===== src/rtl/vx_fetch_ibuffer.sv =====
// Receiving end of the fetch interface: steers each fetched packet into a per-issue-slot
// FIFO chosen by the low wid bits and returns one registered ibuf_pop pulse per dequeue.
module vx_fetch_ibuffer #(
  parameter int THREAD_CNT     = 4,
  parameter int ISSUE_CNT      = 2,
  parameter int WARP_CNT_WIDTH = 2,
  parameter int UUID_W         = 1,
  parameter int XLEN           = 32,
  parameter int DEPTH          = 4,
  localparam int DATA_W        = UUID_W + WARP_CNT_WIDTH + THREAD_CNT + XLEN + 32
) (
  input  logic                          clk,
  input  logic                          reset_n,
  input  logic                          fetch_valid,
  input  logic [DATA_W-1:0]             fetch_data,
  output logic                          fetch_ready,
  output logic [ISSUE_CNT-1:0]          ibuf_pop,
  output logic [ISSUE_CNT-1:0]          out_valid,
  output logic [ISSUE_CNT*DATA_W-1:0]   out_data,
  input  logic [ISSUE_CNT-1:0]          out_ready
);

  localparam int ISSUE_BITS = (ISSUE_CNT > 1) ? $clog2(ISSUE_CNT) : 1;
  localparam int PTR_W      = $clog2(DEPTH);
  localparam int CNT_W      = $clog2(DEPTH + 1);
  localparam int WID_LSB    = XLEN + 32 + THREAD_CNT;

  logic [ISSUE_BITS-1:0] w_slot;
  logic [ISSUE_CNT-1:0]  w_sel;
  logic [ISSUE_CNT-1:0]  w_full;
  logic                  w_accept;

  assign w_slot = fetch_data[WID_LSB +: ISSUE_BITS];

  // Readiness depends only on the targeted slot, so a full slot never blocks the others.
  assign fetch_ready = reset_n && ((w_sel & w_full) == '0);
  assign w_accept    = fetch_valid && fetch_ready;

  for (genvar gi = 0; gi < ISSUE_CNT; gi++) begin : g_slot
    logic [DATA_W-1:0] r_mem [DEPTH];
    logic [PTR_W-1:0]  r_wptr;
    logic [PTR_W-1:0]  r_rptr;
    logic [CNT_W-1:0]  r_count;
    logic              r_pop;
    logic              w_push;
    logic              w_pop;

    assign w_sel[gi]  = (ISSUE_CNT == 1) ? 1'b1 : (w_slot == ISSUE_BITS'(gi));
    assign w_full[gi] = (r_count == CNT_W'(DEPTH));
    assign w_push     = w_accept && w_sel[gi];
    assign w_pop      = (r_count != '0) && out_ready[gi];

    always_ff @(posedge clk or negedge reset_n) begin
      if (!reset_n) begin
        for (int k = 0; k < DEPTH; k++) begin
          r_mem[k] <= '0;
        end
        r_wptr  <= '0;
        r_rptr  <= '0;
        r_count <= '0;
        r_pop   <= 1'b0;
      end else begin
        if (w_push) begin
          r_mem[r_wptr] <= fetch_data;
          r_wptr        <= r_wptr + PTR_W'(1);
        end
        if (w_pop) begin
          r_rptr <= r_rptr + PTR_W'(1);
        end
        r_pop <= w_pop;
        case ({w_push, w_pop})
          2'b10:   r_count <= r_count + CNT_W'(1);
          2'b01:   r_count <= r_count - CNT_W'(1);
          default: r_count <= r_count;
        endcase
      end
    end

    // Head comes straight from storage, so it holds while the consumer stalls.
    assign out_valid[gi]                     = (r_count != '0);
    assign out_data[gi*DATA_W +: DATA_W]     = r_mem[r_rptr];
    assign ibuf_pop[gi]                      = r_pop;

    a_no_push_full: assert property (@(posedge clk) disable iff (!reset_n)
      w_push |-> (r_count != CNT_W'(DEPTH)));
    a_no_pop_empty: assert property (@(posedge clk) disable iff (!reset_n)
      w_pop |-> (r_count != '0));
    a_head_stable: assert property (@(posedge clk) disable iff (!reset_n)
      (out_valid[gi] && !out_ready[gi]) |=> $stable(out_data[gi*DATA_W +: DATA_W]));
  end

endmodule

===== config.mk =====
export PLATFORM = sky130hd
export DESIGN_NAME = vx_fetch_ibuffer
export DESIGN_NICKNAME = d
export VERILOG_FILES = /design/src/rtl/vx_fetch_ibuffer.sv
export SDC_FILE = /design/constraint.sdc
export NUM_CORES = 1
export LEC_CHECK = 0
export ABC_AREA = 1
export CAP_MARGIN = 20
export CELL_PAD_IN_SITES_DETAIL_PLACEMENT = 1
export CELL_PAD_IN_SITES_GLOBAL_PLACEMENT = 1
export CORE_AREA = 2 2 277 252
export CTS_BUF_LIST = sky130_fd_sc_hd__clkbuf_8
export CTS_CLUSTER_DIAMETER = 50
export CTS_CLUSTER_SIZE = 8
export DETAILED_ROUTE_END_ITERATION = 8
export DIE_AREA = 0 0 279 254
export PLACE_DENSITY_LB_ADDON = 0.1
export SLEW_MARGIN = 0
export SYNTH_ARGS = -nofsm -noshare
export SYNTH_HDL_FRONTEND = slang
export SYNTH_SLANG_ARGS = --single-unit

===== constraint.sdc =====
create_clock -name clk -period 2.2 [get_ports clk]
set_input_delay 0.22 -clock clk [delete_from_list [all_inputs] [get_ports clk]]
set_output_delay 0.22 -clock clk [all_outputs]
set_load 0.005 [all_outputs]

**Yosys cells after proc, flatten, opt, wreduce, memory -nomap -nowiden**

Cells that the tools add are included.

- Bits in registers: 584
- Latch bits: 0
- Bits in writable memories: 0
- ROM bits: 0
- Input bits: 76
- Output and inout port bits: 147
- Word-level logic and storage cells: 69
- Memories kept: 0

- Add/sub/neg operators: 8
- Multiply operators: 0
- Div/mod/pow operators: 0
- Order comparisons: 6
- Eq/ne operators: 6
- Shifts and indexed selects: 0
- Mux-type cells: 14
- Bitwise gates (word level): 6
- Reductions and logical operators: 13

Operators with widths:

| cell | number |
|---|---|
| $bwmux 284 | 2 |
| $mux 71 | 6 |
| $bmux 71 s2 | 2 |
| $demux 71 s2 | 2 |
| $ge 3x3->1 const B | 4 |
| $not 2->3 | 4 |
| $pmux 3 s2 | 2 |
| $add 2x1->2 const B | 4 |
| $logic_and 1x1->1 | 8 |
| $add 3x1->3 const B | 2 |
| $eq 3x3->1 const B | 2 |
| $lt 3x1->1 const B | 2 |
| $reduce_bool 3->1 | 2 |
| $sub 3x1->3 const B | 2 |
| $eq 2x1->1 const B | 2 |
| $eq 2x2->1 const B | 2 |
| $reduce_bool 2->1 | 2 |
| $and 2x2->2 | 1 |
| $logic_not 2->1 | 1 |
| $not 1->1 | 1 |

**Logic depth before layout (Yosys ltp)**

- Depth in word-level cells: 8
- Mapped depth: 13
- Gate-level depth less buffers: 12

**Worst setup path before layout**

Ideal clock, no wire load.

- Path type: reg2reg
- Start: reg g_slot[1].r_count[0]
- End: reg g_slot[0].r_count[2]
- Library setup time: 0.131 ns
- Arrival: 1.996 ns
- Required time: 2.069 ns
- Path slack: 0.073 ns
- Stages on the path, launching flop included: 13
- Path buffers: 1
- Clock period less this slack: 2.127 ns
- Cells stage by stage: dfrtp_1 > nor2_1 > nand2_1 > nand3_4 > nor2_8 > buf_6 > nand2_1 > ha_1 > inv_1 > fa_1 > a21oi_1 > o21ai_0 > xor2_1

- Word-level cells in the longest chain between the ends: 8
- Elaborated cells between the ends (all ways): 10
- Classes of those cells: 3 x eq/ne; 1 x mux; 1 x bitwise; 5 x reduce/logical

Ends and longest elaborated chain:

| item | line | RTL |
|---|---|---|
| start: declaration | 43 | `logic [CNT_W-1:0] r_count;` |
| start signal: assignment | 72 | `2'b10: r_count <= r_count + CNT_W'(1);` |
| start signal: assignment | 73 | `2'b01: r_count <= r_count - CNT_W'(1);` |
| start signal: assignment | 74 | `default: r_count <= r_count;` |
| $eq 3x3->1 * | 49 | `assign w_full[gi] = (r_count == CNT_W'(DEPTH));` |
| $and 2x2->2 * | 36 | `assign fetch_ready = reset_n && ((w_sel & w_full) == '0);` |
| $logic_not 2->1 * | 36 |  |
| $logic_and 1x1->1 * | 36 |  |
| $logic_and 1x1->1 * | 37 | `assign w_accept = fetch_valid && fetch_ready;` |
| $logic_and 1x1->1 * | 50 | `assign w_push = w_accept && w_sel[gi];` |
| $eq 2x1->1 or $eq 2x2->1 (tied branches) | 71 | `case ({w_push, w_pop})` |
| $pmux 3 s2 or $reduce_bool 2->1 (tied branches) | -- |  |
| end signal: assignment | 72 |  |
| end signal: assignment | 73 |  |
| end signal: assignment | 74 |  |
| end: declaration | 43 |  |

Mark *: on every way between the ends. The rest lies on a longest branch, timed or not.
A chain may end at the register's enable or synchronous reset.

**Final worst setup path**

- Start: reg g_slot[0].r_rptr[0]
- End: out out_data[22]

- Word-level cells in the longest chain between the ends: 4

Ends and longest elaborated chain:

| item | line | RTL |
|---|---|---|
| start: declaration | 42 | `logic [PTR_W-1:0] r_rptr;` |
| start signal: assignment | 68 | `r_rptr <= r_rptr + PTR_W'(1);` |
| $not 2->3 (implied by the code) | 81 | `assign out_data[gi*DATA_W +: DATA_W] = r_mem[r_rptr];` |
| $bmux 71 s2 | 81 |  |
| $mux 71 (implied by the code) (2 in series) | 81 |  |
| end: declaration | 19 | `output logic [ISSUE_CNT*DATA_W-1:0] out_data,` |

Every way passes these cells. The select of a mux whose other input is x is not followed.

==> results.sh <==
export IMPL_worstSetupEndpointType="output pin"
export IMPL_p_clk_share_pct=13.6
export IMPL_grt_max_degree=165
export IMPL_critPathLaunchType="register"
export IMPL_cts_buffer_depth=3
export IMPL_reg2reg_to="g_slot[1].r_count[2]"
export IMPL_swShare_pct=43.5
export IMPL_numCtsBuffers=89
export IMPL_slowest_delay_ns=0.51
export IMPL_worstPathMaxFanout=6
export IMPL_crit_top_cell="buf_12"
export IMPL_crit_path_top_delay_cell="dfrtp_4"
export IMPL_die_area_mm2=0.0709
export IMPL_tightestPinTransition_ns=1.10
export IMPL_power_internal_uw=36900
export IMPL_start_util_pct=40.6
export IMPL_switchingPower_uw=28400
export IMPL_core_mm2=0.0680
export IMPL_cts_sinks=584
export IMPL_dpl_hpwl_um=58700
export IMPL_setup_slack_ns=-0.344
export IMPL_ys_seq_area_share_pct=53.0
export IMPL_drtIter0Drc=2302
export IMPL_grt_pass1_wl_um=179000
export IMPL_pwr_share_seq_pct=29.8
export IMPL_via_count=27100
export IMPL_rsz0062_at_grt="true"
export IMPL_ir_worst_vdd_uv=657
export IMPL_yosys_most_used_dff="dfrtp_1"
export IMPL_crit_chain="buf_12 > buf_12 > buf_12 > buf_16 > buf_12 > o21ai_4 > o22ai_2 > buf_2"
export IMPL_yosysWarnings=0
export IMPL_final_util_pct=55.3
export IMPL_drtAntennaViolNets=0
export IMPL_slew_limit_headroom_pct=26.5
export IMPL_critPathRequiredTime_ns=1.98
export IMPL_yosys_area_top_type_share_pct=53.0
export IMPL_ff2ff_path_depth=10
export IMPL_fin_crit_ns=2.54
export IMPL_place_gp_congestion=0.799
export IMPL_maxSlewViolCount=0
export IMPL_crit_arrival_ns=2.32
export IMPL_r2r_start="g_slot[1].r_count[1]"
export IMPL_wirelength_um=121000
export IMPL_setup_violations=142
export IMPL_synth_cells=3417
export IMPL_status="complete, but fails checks"
export IMPL_dieHeight_um=254
export IMPL_areaGrowthSynthToFinish_pct=36.2
export IMPL_grt_pass1_vias=28800
export IMPL_syn_num_nets=3505
export IMPL_hold_viol=0
export IMPL_drc_errors=0
export IMPL_cts_root_buf="clkbuf_8"
export IMPL_synth_area_leaders="dfrtp_1, nand2_1, nand4_1"
export IMPL_crit_type="register to output pin"
export IMPL_synth_area_mm2=0.0276
export IMPL_clk_latency_ns=0.73
export IMPL_power_frac_comb_pct=56.6
export IMPL_grt_usage_pct=33.2
export IMPL_wire_per_inst_um=26.3
export IMPL_ff2ff_setup_slack_ns=0.05
export IMPL_syn_avg_cell_area_um2=8.07
export IMPL_fillers=7647
export IMPL_clock_skew_final_ns=0.0326
export IMPL_antenna_found_initial=3
export IMPL_placed_cell_area_mm2=0.0306
export IMPL_ys_ff_latch=584
export IMPL_yosys_area_top_type="dfrtp_1"
export IMPL_row_count=91
export IMPL_numPortBuffers=222
export IMPL_layout_drive_gt1_share_pct=26.9
export IMPL_p_per_area_mw_per_mm2=1740
export IMPL_violations="negative setup slack"
export IMPL_p_leak_uw=0.0184
export IMPL_post_route_period_util_pct=116
export IMPL_dr_pass1_iters=5
export IMPL_die_width_um=279
export IMPL_fmax_mhz=393
export IMPL_cts_htree_levels=3
export IMPL_cts_clk_slew_worst_paths_ns=0.07
export IMPL_maxCapViolations=0
export IMPL_async_reset_ff_share_pct=100
export IMPL_vias_per_cell=5.87
export IMPL_holdCritPathClass="input port to async pin"
export IMPL_pin_count=223
export IMPL_finalNetCount=3782
export IMPL_synth_distinct_cells=26
export IMPL_cts_tree="yes"
export IMPL_stdcell_area_mm2=0.0376
export IMPL_grt_overflow_total=0
export IMPL_synth_edff_count=0
[worst max-delay path by stage]
| stage | startpoint | to | slack [ns] | cells after the start |
|---|---|---|---|---|
| 2_1_floorplan | g_slot[1].r_count[0] | g_slot[0].r_count[2] | 0.07 | 12 |
| 4_1_cts | g_slot[0].r_rptr[0] | out_data[11] | -0.38 | 8 |
| 3_5_place_dp | fetch_data[68] | g_slot[0].r_mem[38] | -0.20 | 11 |
| 5_1_grt | g_slot[0].r_rptr[0] | out_data[22] | -0.39 | 8 |
| 6_report | g_slot[0].r_rptr[0] | out_data[22] | -0.34 | 8 |
| 3_3_place_gp | fetch_data[68] | g_slot[0].r_count[2] | -0.18 | 13 |
[layout by cell type (no fill, tap or decap), types with 3 or more instances in the layout]
master and count:
nor2_1 139, o22ai_2 80, diode_2 4, inv_1 32, clkinvlp_4 3, buf_6 56
nand2_2 4, nand3_4 5, buf_4 85, buf_2 124, o21ai_0 63, o21ai_1 69
nand2_1 1418, o22ai_4 24, clkbuf_16 12, clkinv_2 3, inv_2 5, or2_2 4
ha_1 6, dfrtp_1 580, nand4_1 280, xor2_1 6, buf_8 23, buf_16 54
o21ai_2 113, o22ai_1 38, clkbuf_8 102, dlygate4sd2_1 4, nor2_2 81, buf_12 85
o21ai_4 44, clkdlybuf4s50_1 78, nor2_4 70
[flip-flops by register name, summed over array words and instances (netlist names)]
signal and cells:
g_slot.r_mem 568, g_slot.r_count 6, g_slot.r_wptr 4, g_slot.r_pop 2
g_slot.r_rptr 4
[repair_timing]
item,4_1_cts,5_1_grt
hold buffers,2,0
endpoints found under the setup margin,144,198
buffers inserted,115,40
pin swaps,174,120
cloned,56,13
endpoints found under the hold margin,366,0
resized for setup,1248,333
[cells in the mapped netlist (5+ instances only)]
master	n
buf_1	6
buf_2	139
buf_6	56
clkbuf_1	137
dfrtp_1	584
ha_1	10
inv_1	24
inv_2	6
nand2_1	1419
nand2_2	5
nand3_4	5
nand4_1	280
nor2_1	290
o21ai_0	289
o22ai_1	142
xor2_1	6
[stage by stage]
step                total power (µW)  std cells  hold slack [ns]  setup slack [ns]  setup TNS [ns]
global route                   68500       4611            0.102            -0.392          -41.49
finish                         65300       4613           0.0986            -0.344          -31.17
CTS                            60800       4582           0.0807            -0.376          -34.88
floorplan                      29800       3417          -0.0756            0.0733               0
global placement               41800       4306           0.0563            -0.175           -6.59
detailed placement             42800       4306           0.0573            -0.201          -12.91
[cell type report]
type | instances | area [µm²] | share of cell area [%]
Timing Repair inverter | 2 | 36.3 | 0.0966
Clock inverter | 21 | 151 | 0.403
Sequential cell | 584 | 14600 | 38.9
Tap cell | 883 | 1100 | 2.94
Multi-Input combinational cell | 2461 | 13500 | 35.8
Inverter | 30 | 171 | 0.456
Timing Repair Buffer | 526 | 6600 | 17.6
Antenna cell | 4 | 10.0 | 0.0266
Clock buffer | 102 | 1400 | 3.74
[worst max-delay path: cells and delay by family, from the launching register on]
family | cells | cell delay (ns)
DFF | 1 | 0.51
buffers and inverters | 6 | 0.87
AOI/OAI and AO/OA | 2 | 0.22
[power groups by stage]
| stage | Combinational (µW) | Clock, µW | Sequential [µW] |
|---|---|---|---|
| floorplan | 12200 | 0 | 17600 |
| detailed placement | 24300 | 0 | 18500 |
| CTS | 33000 | 8930 | 18900 |
| finish | 37000 | 8870 | 19500 |
| global route | 39000 | 9440 | 20000 |
| global placement | 23600 | 0 | 18200 |
[logic make-up after synthesis]
kind of cell | Yosys count | share of synthesized area, %
buffers and inverters | 372 | 7.33
AOI/OAI and AO/OA | 434 | 8.53
xor gates and xnor gates | 8 | 0.254
DFF | 584 | 53.0
and+or+nand+nor | 2007 | 30.3
adders and majority gates | 12 | 0.599
[per-layer routing]
layer  vias to the layer above  GRT usage (%)  part of all wire, %
met4                         2           13.1                  3.8
li1                      11700              -                    -
met2                       968           55.7                   49
met5                         -              0               0.0091
met1                     14100           43.3                   42
met3                       268           5.13                  5.7
Power figures use the tool's default switching activity.
